===== config.mk =====
export PLATFORM = sky130hd
export DESIGN_NAME = bshift8_cmd_feeder
export DESIGN_NICKNAME = d
export VERILOG_FILES = /design/src/rtl/bshift_pkg.sv /design/src/rtl/bshift_cmd_fifo.sv /design/src/rtl/bshift8_cmd_feeder.sv
export SDC_FILE = /design/constraint.sdc
export NUM_CORES = 1
export LEC_CHECK = 0
export CAP_MARGIN = 5
export CORE_MARGIN = 2
export CORE_UTILIZATION = 27
export CTS_BUF_LIST = sky130_fd_sc_hd__clkbuf_16
export CTS_CLUSTER_DIAMETER = 50
export CTS_CLUSTER_SIZE = 20
export DETAILED_ROUTE_END_ITERATION = 10
export DONT_BUFFER_PORTS = 1
export HOLD_SLACK_MARGIN = 0.05
export SLEW_MARGIN = 20
export SYNTH_ARGS = -nofsm -noshare
export SYNTH_HDL_FRONTEND = slang
export SYNTH_SLANG_ARGS = --single-unit

===== constraint.sdc =====
create_clock -name clk -period 2.1 [get_ports clk]
set_clock_uncertainty 0.1 [all_clocks]
set_input_delay 0.315 -clock clk [delete_from_list [all_inputs] [get_ports clk]]
set_output_delay 0.315 -clock clk [all_outputs]
set_load 0.05 [all_outputs]

===== src/rtl/bshift_pkg.sv =====
// Shared types and constants for the 8-bit rotate command feeder.
package bshift_pkg;

    localparam int unsigned ROT_W   = 8;
    localparam int unsigned AMT_W   = 3;
    localparam int unsigned REP_W   = 2;
    localparam int unsigned ENTRY_W = ROT_W + AMT_W + REP_W;

    localparam logic DIR_RIGHT = 1'b0;
    localparam logic DIR_LEFT  = 1'b1;

    typedef enum logic [1:0] {
        IDLE = 2'd0,
        RUN  = 2'd1,
        DONE = 2'd2
    } state_t;

    typedef struct packed {
        logic [ROT_W-1:0] data;
        logic [AMT_W-1:0] s_eff;
        logic [REP_W-1:0] rep;
    } fifo_entry_t;

    // A left rotate by n equals a right rotate by (8 - n) mod 8.
    function automatic logic [AMT_W-1:0] right_amt(input logic dir, input logic [AMT_W-1:0] amt);
        return (dir == DIR_LEFT) ? (AMT_W'(0) - amt) : amt;
    endfunction

endpackage


===== src/rtl/bshift_cmd_fifo.sv =====
// Synchronous command FIFO; pointers wrap at DEPTH, count is registered.
module bshift_cmd_fifo #(
    parameter int unsigned DEPTH = 4,
    parameter int unsigned WIDTH = 13
) (
    input  logic                     clk,
    input  logic                     rst,
    input  logic                     push,
    input  logic                     pop,
    input  logic [WIDTH-1:0]         din,
    output logic [WIDTH-1:0]         dout,
    output logic                     full,
    output logic                     empty,
    output logic [$clog2(DEPTH):0]   count
);

    localparam int unsigned PTR_W = $clog2(DEPTH);
    localparam int unsigned CNT_W = PTR_W + 1;

    logic [WIDTH-1:0] r_mem [DEPTH];
    logic [PTR_W-1:0] r_wr;
    logic [PTR_W-1:0] r_rd;
    logic [CNT_W-1:0] r_count;
    logic             w_push;
    logic             w_pop;

    assign w_push = push & ~full;
    assign w_pop  = pop & ~empty;

    always_ff @(posedge clk) begin
        if (w_push) begin
            r_mem[r_wr] <= din;
        end
    end

    always_ff @(posedge clk) begin
        if (rst) begin
            r_wr    <= '0;
            r_rd    <= '0;
            r_count <= '0;
        end else begin
            if (w_push) begin
                r_wr <= (r_wr == PTR_W'(DEPTH - 1)) ? '0 : r_wr + PTR_W'(1);
            end
            if (w_pop) begin
                r_rd <= (r_rd == PTR_W'(DEPTH - 1)) ? '0 : r_rd + PTR_W'(1);
            end
            case ({w_push, w_pop})
                2'b10:   r_count <= r_count + CNT_W'(1);
                2'b01:   r_count <= r_count - CNT_W'(1);
                default: r_count <= r_count;
            endcase
        end
    end

    assign dout  = r_mem[r_rd];
    assign full  = (r_count == CNT_W'(DEPTH));
    assign empty = (r_count == '0);
    assign count = r_count;

endmodule


===== src/rtl/bshift8_cmd_feeder.sv =====
// Command stage for an external 8-bit right-rotate shifter: queues commands,
// iterates passes through the shifter and returns the final word.
module bshift8_cmd_feeder
    import bshift_pkg::*;
#(
    parameter int unsigned DEPTH = 4
) (
    input  logic                     clk,
    input  logic                     rst,
    input  logic                     cmd_valid,
    output logic                     cmd_ready,
    input  logic [7:0]               cmd_data,
    input  logic [2:0]               cmd_amt,
    input  logic                     cmd_dir,
    input  logic [1:0]               cmd_rep,
    output logic [7:0]               sh_in,
    output logic [2:0]               sh_s,
    input  logic [7:0]               sh_op,
    output logic                     res_valid,
    input  logic                     res_ready,
    output logic [7:0]               res_data,
    output logic                     busy,
    output logic [$clog2(DEPTH):0]   level
);

    state_t           r_state;
    state_t           w_state_nxt;
    logic [ROT_W-1:0] r_wdata;
    logic [ROT_W-1:0] w_wdata_nxt;
    logic [AMT_W-1:0] r_ws;
    logic [AMT_W-1:0] w_ws_nxt;
    logic [REP_W-1:0] r_wcnt;
    logic [REP_W-1:0] w_wcnt_nxt;
    logic [ROT_W-1:0] r_res_data;
    logic [ROT_W-1:0] w_res_data_nxt;
    logic             r_res_valid;
    logic             w_res_valid_nxt;

    fifo_entry_t      w_push_entry;
    fifo_entry_t      w_head;
    logic             w_push;
    logic             w_pop;
    logic             w_full;
    logic             w_empty;

    assign w_push_entry = '{data: cmd_data, s_eff: right_amt(cmd_dir, cmd_amt), rep: cmd_rep};
    assign cmd_ready    = ~rst & ~w_full;
    assign w_push       = cmd_valid & cmd_ready;

    bshift_cmd_fifo #(
        .DEPTH (DEPTH),
        .WIDTH (ENTRY_W)
    ) u_fifo (
        .clk   (clk),
        .rst   (rst),
        .push  (w_push),
        .pop   (w_pop),
        .din   (w_push_entry),
        .dout  (w_head),
        .full  (w_full),
        .empty (w_empty),
        .count (level)
    );

    // Work regs double as the shifter drive; they are zeroed whenever not in RUN.
    always_comb begin
        w_state_nxt     = r_state;
        w_wdata_nxt     = r_wdata;
        w_ws_nxt        = r_ws;
        w_wcnt_nxt      = r_wcnt;
        w_res_data_nxt  = r_res_data;
        w_res_valid_nxt = r_res_valid;
        w_pop           = 1'b0;
        case (r_state)
            IDLE: begin
                if (!w_empty) begin
                    w_pop       = 1'b1;
                    w_wdata_nxt = w_head.data;
                    w_ws_nxt    = w_head.s_eff;
                    w_wcnt_nxt  = w_head.rep;
                    w_state_nxt = RUN;
                end
            end
            RUN: begin
                w_wdata_nxt = sh_op;
                if (r_wcnt == '0) begin
                    w_res_data_nxt  = sh_op;
                    w_res_valid_nxt = 1'b1;
                    w_wdata_nxt     = '0;
                    w_ws_nxt        = '0;
                    w_state_nxt     = DONE;
                end else begin
                    w_wcnt_nxt = r_wcnt - REP_W'(1);
                end
            end
            DONE: begin
                if (r_res_valid && res_ready) begin
                    w_res_valid_nxt = 1'b0;
                    w_state_nxt     = IDLE;
                end
            end
            default: begin
                w_state_nxt = IDLE;
            end
        endcase
    end

    always_ff @(posedge clk) begin
        if (rst) begin
            r_state     <= IDLE;
            r_wdata     <= '0;
            r_ws        <= '0;
            r_wcnt      <= '0;
            r_res_data  <= '0;
            r_res_valid <= 1'b0;
        end else begin
            r_state     <= w_state_nxt;
            r_wdata     <= w_wdata_nxt;
            r_ws        <= w_ws_nxt;
            r_wcnt      <= w_wcnt_nxt;
            r_res_data  <= w_res_data_nxt;
            r_res_valid <= w_res_valid_nxt;
        end
    end

    assign sh_in     = r_wdata;
    assign sh_s      = r_ws;
    assign res_data  = r_res_data;
    assign res_valid = r_res_valid;
    assign busy      = (r_state != IDLE) | (level != '0);

endmodule

==> metrics.txt, run 1 <==
Setup TNS=0 ps; Slew Viols, Final=0; NetSw=about 2.6 mW; cell area after synthesis=3520 µm²; Core Region=~13,000 µm²; largest net degree at the start of global routing=35; fmax=494 MHz; Die Span Y=around 120 µm; cell area power density=1500 nW/µm²; input/output buffers=0; syn nets=between 300 and 400; WP data arrival=2170 ps; Slowest-stage cell, CP=or3_4; initial DRC count=182; share of cells above drive strength 1=0.251; clock power share=0.240; Initial Util=0.278; Synth area leader=edfxtp_1; initial antenna violation count=0; CP required=2250 ps; post-DP HPWL=5.42 mm; Final Hold Viols=0; Clk Latency, worst-skew pair=330 ps; pre-CTS setup slack=8.59 ps; Net Sw Frac=0.380; Num Clock Sinks=between 80 and 90; register area share after synthesis=0.631; Worst setup SP type=flip-flop; number of flops mapped to enable cells by yosys=52; max cap viols=0; Post-DRT Antenna Nets=0; Final Cycle Share=0.964; Filler cells=1,255; Seq pwr share=0.381; reg2reg setup slack=80 ps; die width=about 120 µm; Synth Register Bits=85; post-synth cell types=between 40 and 50; P_leak=1.56 nW; Min Clock Period, post-route=around 2000 ps; FFs w/ async S/R, synth=0; VDD IR max=0.000473 V; critical setup path kind=reg2reg; CTS Buffer Depth=2; vias in the first global route=between 2,000 and 2,500; RSZ-0062 raised after global routing=no; Worst Setup End Kind=flip-flop; Root Driver=clkbuf_16; H-tree Lvls=3; worst-path fanout max=6; clock transition at the registers of the reported paths=~60 ps; crit-path cells=or3_4 -> nand2_1 -> inv_1 -> ha_2 -> inv_2 -> fa_2 -> xor2_1 -> or3_1 -> a21oi_2; Avg Cell Area, Syn=13.0 µm²; Syn Inst Count=271; via/cell ratio=4.70; Comb power frac=0.379; top cells by area, synth=edfxtp_1, dfxtp_1, mux2_2, a21oi_1, ha_1; I/O Pins=51; worst hold path type=in2reg; WL per Instance=16.5 µm; final worst setup slack=75.1 ps; internal power=4.18 mW; final wirelength=8.10 mm; TritonCTS Buffers=9; Vias=roughly 2,300; ANT cells=0; area delta synth->final=27.2%; Final nets=349; global-route wire length before repair=12.4 mm; Final setup viols=0; CTS tree=done; Site Rows=just over 40; CP peak stage delay=around 380 ps; Overall Global Routing Usage=0.116; Placer Congestion=0.703; Max-slew headroom=0.318; status=complete, no violations; Top FF cell, synth=edfxtp_1; DIE AREA=14,000 µm²; Syn. warnings=0; area fraction of the dominant cell type after synthesis=0.443; drt pass-1 iters=4; drt drc=0; Slew @ Worst Pin=1020 ps; grt ovf=0
## cells in the final DEF, fill, tap and decap left out, types with 2 or more instances in the layout
cell	instances
buf_12	4
dfxtp_1	30
mux4_2	4
clkinv_2	3
bufinv_16	2
xor2_1	2
edfxtp_1	52
a22o_1	3
dfxtp_4	3
clkbuf_16	9
a21oi_1	24
nand2_1	22
a311oi_1	8
ha_1	7
nor2b_1	2
and2_1	5
nor2_1	6
inv_1	13
nand2b_1	2
a31oi_1	3
o21ai_0	5
nand3_1	11
mux2_2	20
nor3b_1	4
a32oi_1	7
dlygate4sd3_1	23
buf_4	20
## through the flow
| stage | instance area [µm²] | hold WS, ps | power, mW | instances | utilization |
|---|---|---|---|---|---|
| after CTS | 4370 | -73.7 | 6.71 | 482 | 0.345 |
| final | 4480 | 114 | 6.74 | 491 | 0.354 |
| after global placement | 3920 | 279 | 4.95 | 452 | 0.309 |
| after global routing | 4480 | 123 | 7.11 | 491 | 0.354 |
| after detailed placement | 3920 | 285 | 5.00 | 452 | 0.309 |
| after floorplan | 3540 | 314 | 4.35 | 271 | - |
## critical path, delay by kind of cell (launching register included)
family | cells | cell delay [ps]
simple gates | 3 | 790
fa+ha+maj | 2 | 380
flops | 1 | 370
compound gates | 1 | 120
buf+inv | 2 | 110
xor+xnor | 1 | 70
## synthesized netlist by cell type (all sizes together), types with 2 or more instances
cell type,count
edfxtp,52
dfxtp,33
a21oi,25
nand2,22
mux2,20
inv,12
nand3,11
buf,10
a311oi,9
ha,8
nor2,8
a32oi,7
and2,6
clkbuf,5
nor3b,5
o21ai,5
mux4,4
a22o,3
a31oi,3
clkinv,2
nand2b,2
nor2b,2
nor3,2
or3,2
or4,2
xor2,2
## area by class of cell
cell class | instances | area (µm²) | area share
flip-flops and latches | 85 | 2230 | 0.498
inverters | 14 | 56.3 | 0.0126
clock inverters | 7 | 82.6 | 0.0184
repair buffers | 47 | 460 | 0.103
multi-input cells | 157 | 1210 | 0.270
clock buffers | 9 | 225 | 0.0502
well taps | 172 | 215 | 0.0480
## worst paths after layout
kind	start	end	cells after the start
hold reg to reg	r_wcnt[1]	r_wcnt[1]	2
setup / recovery	u_fifo.count[0]	u_fifo.count[2]	9
hold / removal	rst	u_fifo.r_wr[1]	2
setup reg to reg	u_fifo.count[0]	u_fifo.count[2]	9
## per-layer routing
layer  vias up  wire length, µm  global-route usage
met3        10              592              0.0391
met5         -                0                   0
met1      1124             3720               0.155
li1       1094                -                   -
met2        82             3690               0.175
met4         0              104              0.0429
## power by group through the flow
stage | Combinational (mW) | Sequential [mW] | Clock [mW]
after floorplan | 1.61 | 2.75 | 0
after global placement | 2.37 | 2.58 | 0
after detailed placement | 2.41 | 2.59 | 0
after CTS | 2.49 | 2.56 | 1.66
after global routing | 2.78 | 2.60 | 1.73
final | 2.55 | 2.57 | 1.62
## repair_timing
action,in CTS,in global routing
setup buffers,0,0
hold endpoints to repair,72,24
endpoints found under the setup margin,2,3
pin swaps,0,1
hold buffers,14,9
resized for setup,2,7
## state kept, by name (all words and copies together) (netlist names), named ones only
register,count
u_fifo.r_wr,2
sh_in,8
u_fifo.r_mem,52
u_fifo.count,3
res_valid,1
sh_s,3
u_fifo.r_rd,2
r_state,2
r_wcnt,2
res_data,8
## cell families after synthesis
kind of cell	Yosys count	synth area share
flops	85	0.631
buf+inv	29	0.0355
xor+xnor	3	0.00746
mux	24	0.0895
fa+ha+maj	9	0.0341
compound gates	55	0.104
simple gates	66	0.0991
No activity file was read; power rests on OpenSTA's default activity.
==> run 2, diff against run 1 <==
- CORE_UTILIZATION: 27 -> 55
- PLACE_DENSITY: default -> 0.73
==> run 2 against run 1 <==
Against the previous run: fmax about the same; wire length down 7.0%; final cell count down 21%; register-to-register slack about the same; critical path type unchanged; largest power group unchanged.
==> metrics.txt, run 2 (synthesized netlist as in run 1, its figures left out) <==
DIE AREA=7060 µm²; P_leak=1.49 nW; die width=84.0 µm; crit path from=u_fifo.count[0]; global-route wire length before repair=12.3 mm; drt drc=0; Comb power frac=0.350; Final Hold Viols=0; CP required=2240 ps; hold_sp=res_ready; Slowest-stage cell, CP=dfxtp_4; reg2reg setup slack=around 75 ps; TritonCTS Buffers=9; Vias=2,283; clock transition at the registers of the reported paths=60 ps; Min Clock Period, post-route=2020 ps; pre-CTS setup slack=44.5 ps; fmax=494 MHz; Final nets=approximately 340; H-tree Lvls=3; DP Area=3720 µm²; Slew @ Worst Pin=about 1000 ps; input/output buffers=0; clock power share=0.235; worst hold path type=in2reg; VDD IR max=0.00129 V; Net Sw Frac=0.392; Num Clock Sinks=85; cell area power density=~1500 nW/µm²; Final setup viols=0; CTS tree=done; Post-CTS Setup Inserts=0; post-DP HPWL=4.77 mm; RSZ-0062 raised after global routing=yes; Worst setup SP type=flip-flop; Worst Setup End Kind=flip-flop; Max-slew headroom=0.299; crit-path cells=or3_4 -> nand2_1 -> inv_1 -> ha_2 -> inv_2 -> fa_1 -> xor2_1 -> or3_1 -> a21oi_1; final worst setup slack=75.3 ps; Site Rows=29; vias in the first global route=between 2,000 and 2,500; Die Span Y=between 80 and 90 µm; NetSw=2.55 mW; commonest non-fill, non-tap cell in the layout=edfxtp_1; Core Region=6280 µm²; internal power=3.97 mW; initial DRC count=175; CP peak stage delay=400 ps; ANT cells=0; CTS Buffer Depth=2; register bank with the most flops=u_fifo.r_mem; Seq pwr share=0.415; area delta synth->final=20.2%; final wirelength=7.53 mm; Slew Viols, Final=0; largest net degree at the start of global routing=27; initial antenna violation count=0; max cap viols=0; Placer Congestion=0.810; status=complete, no violations; drt pass-1 iters=4; WP data arrival=between 2000 and 2500 ps; via/cell ratio=5.85; critical setup path kind=reg2reg; I/O Pins=51; start of the worst register-to-register path=u_fifo.count[0]; Final Cycle Share=0.964; share of cells above drive strength 1=0.243; Root Driver=clkbuf_16; grt ovf=0; Clk Latency, worst-skew pair=between 300 and 400 ps; fin area=roughly 4200 µm²; Initial Util=0.561; most frequent cells in the layout=edfxtp_1, dfxtp_1, a21oi_1, nand2_1, buf_4; max reg flops=52; Post-DRT Antenna Nets=0; WL per Instance=19.3 µm; Overall Global Routing Usage=0.231; worst-path fanout max=7
-- run 2: changes by cell type in the layout (fill, tap and decap cells not counted), sizes merged --
cell	change
inv	-1
dlygate4sd3	-3
bufinv	-1
clkinv	+2
buf	-3
-- run 2: critical path, delay by kind of cell, from the launching register on --
family	cells	cell delay (ps)
fa+ha+maj	2	560
compound gates	1	120
simple gates	3	510
flops	1	400
buf+inv	2	100
xor+xnor	1	150
-- run 2: area by class of cell --
class                   count  area, µm²
repair buffers             41        358
flip-flops and latches     85       2230
well taps                  77       96.3
multi-input cells         157       1210
inverters                  14       52.6
clock buffers               9        225
fillers                   457       2040
clock inverters             7       65.1
-- run 2: power groups by stage --
stage,clock network [mW],logic (mW),registers [mW]
after floorplan,0,1.61,2.75
after global placement,0,2.11,2.71
after detailed placement,0,2.16,2.72
after CTS,1.56,2.22,2.69
after global routing,1.63,2.52,2.73
final,1.53,2.28,2.70
-- run 2: what timing repair did --
| action | CTS | global route |
|---|---|---|
| pin swaps | 0 | 3 |
| setup endpoints to repair | 1 | 3 |
| hold buffers | 20 | 0 |
| gates resized for setup | 1 | 6 |
| hold endpoints to repair | 72 | 0 |
-- run 2: per-layer routing --
layer / routed length (µm) / track usage
met4: 151 / 0.0997
met3: 479 / 0.0762
met5: 0 / 0
met2: 3600 / 0.363
met1: 3300 / 0.295
-- run 2: metrics by stage --
stage | total power [mW] | instances | hold WS (ps) | TNS, ps | utilization
after floorplan | 4.35 | 271 | 314 | 0 | -
after global placement | 4.82 | 354 | 280 | 0 | 0.593
after detailed placement | 4.88 | 354 | 286 | 0 | 0.593
after CTS | 6.46 | 390 | 64.8 | 0 | 0.672
after global routing | 6.88 | 390 | 111 | -22.3 | 0.675
final | 6.52 | 390 | 74.8 | 0 | 0.675
-- run 2: path summary, 6_finish.rpt --
path | end | cells after the start
setup / recovery | u_fifo.count[2] | 9
hold / removal | res_valid | 3
setup reg to reg | u_fifo.count[2] | 9
hold reg to reg | u_fifo.r_rd[1] | 2
==> run 3, diff against run 2 <==
- ABC_AREA: default -> 1
==> run 3 against run 2 <==
Against the previous run: critical path depth is 7 lower; largest power group unchanged; sequential cell count stayed put; count of clock-buffer cells in the layout stayed put.
==> metrics.txt, run 3 <==
Clk Latency, worst-skew pair=340 ps; CTS Buffer Depth=2; VDD IR max=0.000630 V; H-tree Lvls=3; global-route wire length before repair=11.9 mm; worst hold path type=in2reg; post-DP HPWL=4.82 mm; ANT cells=0; Synth Register Bits=85; area delta synth->final=14.8%; cell area power density=1410 nW/µm²; vias in the first global route=between 2,000 and 3,000; Slew Viols, Final=0; initial antenna violation count=0; grt ovf=0; critical setup path kind=reg2out; drt drc=0; overall power=6.22 mW; Site Rows=30; Final Cycle Share=0.957; Filler cells=between 500 and 600; Syn Inst Count=429; worst-path fanout max=4; Setup TNS=0 ps; Root Driver=clkbuf_16; I/O Pins=51; DIE AREA=7660 µm²; clock transition at the registers of the reported paths=60 ps; Slowest-stage cell, CP=a21oi_1; largest net degree at the start of global routing=19; Syn. warnings=0; CP peak stage delay=approximately 850 ps; Worst Setup End Kind=output port; top cells by area, synth=edfxtp_1, dfxtp_1, nand2_1, nor2_1, nand3_1; FFs w/ async S/R, synth=0; CP required=1680 ps; WP data arrival=between 1500 and 2000 ps; WL per Instance=between 10 and 15 µm; Final setup viols=0; area fraction of the dominant cell type after synthesis=0.407; Placer Congestion=0.740; most common cell in the netlist=nand2_1; final wirelength=7.39 mm; CTS tree=done; final worst setup slack=90.2 ps; P_leak=1.94 nW; number of buffers and inverters on the critical path=0; Top Family by Delay on Critical Path=compound AO/OA/AOI/OAI gates; Vias=2,728; post-synth cell types=24; Avg Cell Area, Syn=just under 9 µm²; most frequent cells in the layout=nand2_1, nor2_1, inv_1, edfxtp_1, nand3_1; Slew @ Worst Pin=1130 ps; input/output buffers=0; pre-CTS setup slack=144 ps; Final Instance Count excl. Fillers=542; register bank with the most flops=u_fifo.r_mem; fmax=around 500 MHz; RSZ-0062 raised after global routing=no; die width=87.5 µm; Min Clock Period, post-route=2010 ps; cell area after synthesis=3840 µm²; Top FF cell, synth=edfxtp_1; drt pass-1 iters=4; Overall Global Routing Usage=0.207; Final Hold Viols=0; number of flops mapped to enable cells by yosys=52; register area share after synthesis=0.579; Final nets=493; Num Clock Sinks=85; TritonCTS Buffers=9; Synth area leader=edfxtp_1; Post-DRT Antenna Nets=0; status=complete, no violations; crit-path cells=nor2_4 -> a21oi_1; syn nets=464; share of cells above drive strength 1=0.0909; max reg flops=52; Synth top cells by count=nand2_1, nor2_1, edfxtp_1, inv_1, nand3_1; Core Region=6760 µm²; max cap viols=0; commonest non-fill, non-tap cell in the layout=nand2_1; Placed Cells=506; Die Span Y=roughly 88 µm; via/cell ratio=5.03; Initial Util=0.568; Max-slew headroom=0.247; Worst setup SP type=flip-flop; initial DRC count=151
[run 3: changes by cell type after synthesis, sizes merged, moves of 5 or more]
cell and delta:
mux2 -20, nor2 +63, and2 -6, nand3b +7
inv +43, nor3b -5, nand3 +34, nand2 +89
a311oi -9, a21oi -7, buf +7, a32oi -7
[run 3: layout make-up]
class	instances	area, µm²	area share
clock buffer	9	225	0.0511
clock inverter	6	57.6	0.0131
inverter	56	210	0.0477
timing repair buffer	36	323	0.0733
sequential	85	2230	0.505
tap	80	100	0.0227
multi-input combinational	270	1260	0.287
[run 3: through the flow]
stage	cell area, µm²	hold WS (ps)	utilization
4_1_cts	4400	78.7	0.651
5_1_grt	4400	107	0.652
3_3_place_gp	3910	287	0.578
2_1_floorplan	3840	314	-
6_report	4400	82.0	0.652
3_5_place_dp	3910	287	0.578
[run 3: logic make-up (layout without fill, tap and decap cells)]
kind of cell / Yosys count / after routing / synth area share
compound gates: 25 / 25 / 0.0326
xor+xnor: 1 / 1 / 0.00228
fa+ha+maj: 9 / 9 / 0.0313
buf+inv: 74 / 107 / 0.0930
flops: 85 / 85 / 0.579
simple gates: 235 / 235 / 0.262
[run 3: metal layers]
layer  vias to the layer above  GRT usage  wire, µm
li1                       1419          -         -
met1                      1233      0.253      3290
met2                        64      0.349      3540
met3                        12     0.0427       403
met4                         0     0.0993       151
met5                         -          0         0
[run 3: power by group]
| group | internal [mW] | switching [mW] |
|---|---|---|
| combinational | 0.710 | 1.38 |
| clock | 0.901 | 0.600 |
| sequential | 2.05 | 0.577 |
| total | 3.66 | 2.56 |
[run 3: path summary, 6_finish.rpt]
check | start | end | slack, ps | depth (start not counted)
max | u_fifo.count[0] | cmd_ready | 90 | 2
min | res_ready | r_state[1] | 80 | 3
max reg2reg | u_fifo.count[0] | u_fifo.count[2] | 190 | 10
min reg2reg | u_fifo.r_wr[1] | u_fifo.r_wr[1] | 420 | 2
[run 3: worst register-to-register path, cell delays in order (launching register included)]
cell     delay, ps
dfxtp_2        330
nor2_4         140
nand2_1        100
nand3_2        140
ha_1           190
inv_1           70
fa_1           390
nand2_1         80
nand3_1         90
o21ai_1        130
a21oi_1         50
[run 3: timing repair]
item,in CTS,in global routing
hold buffers,21,0
setup endpoints to repair,0,1
resized for setup,0,2
setup buffers,0,0
hold endpoints to repair,59,0
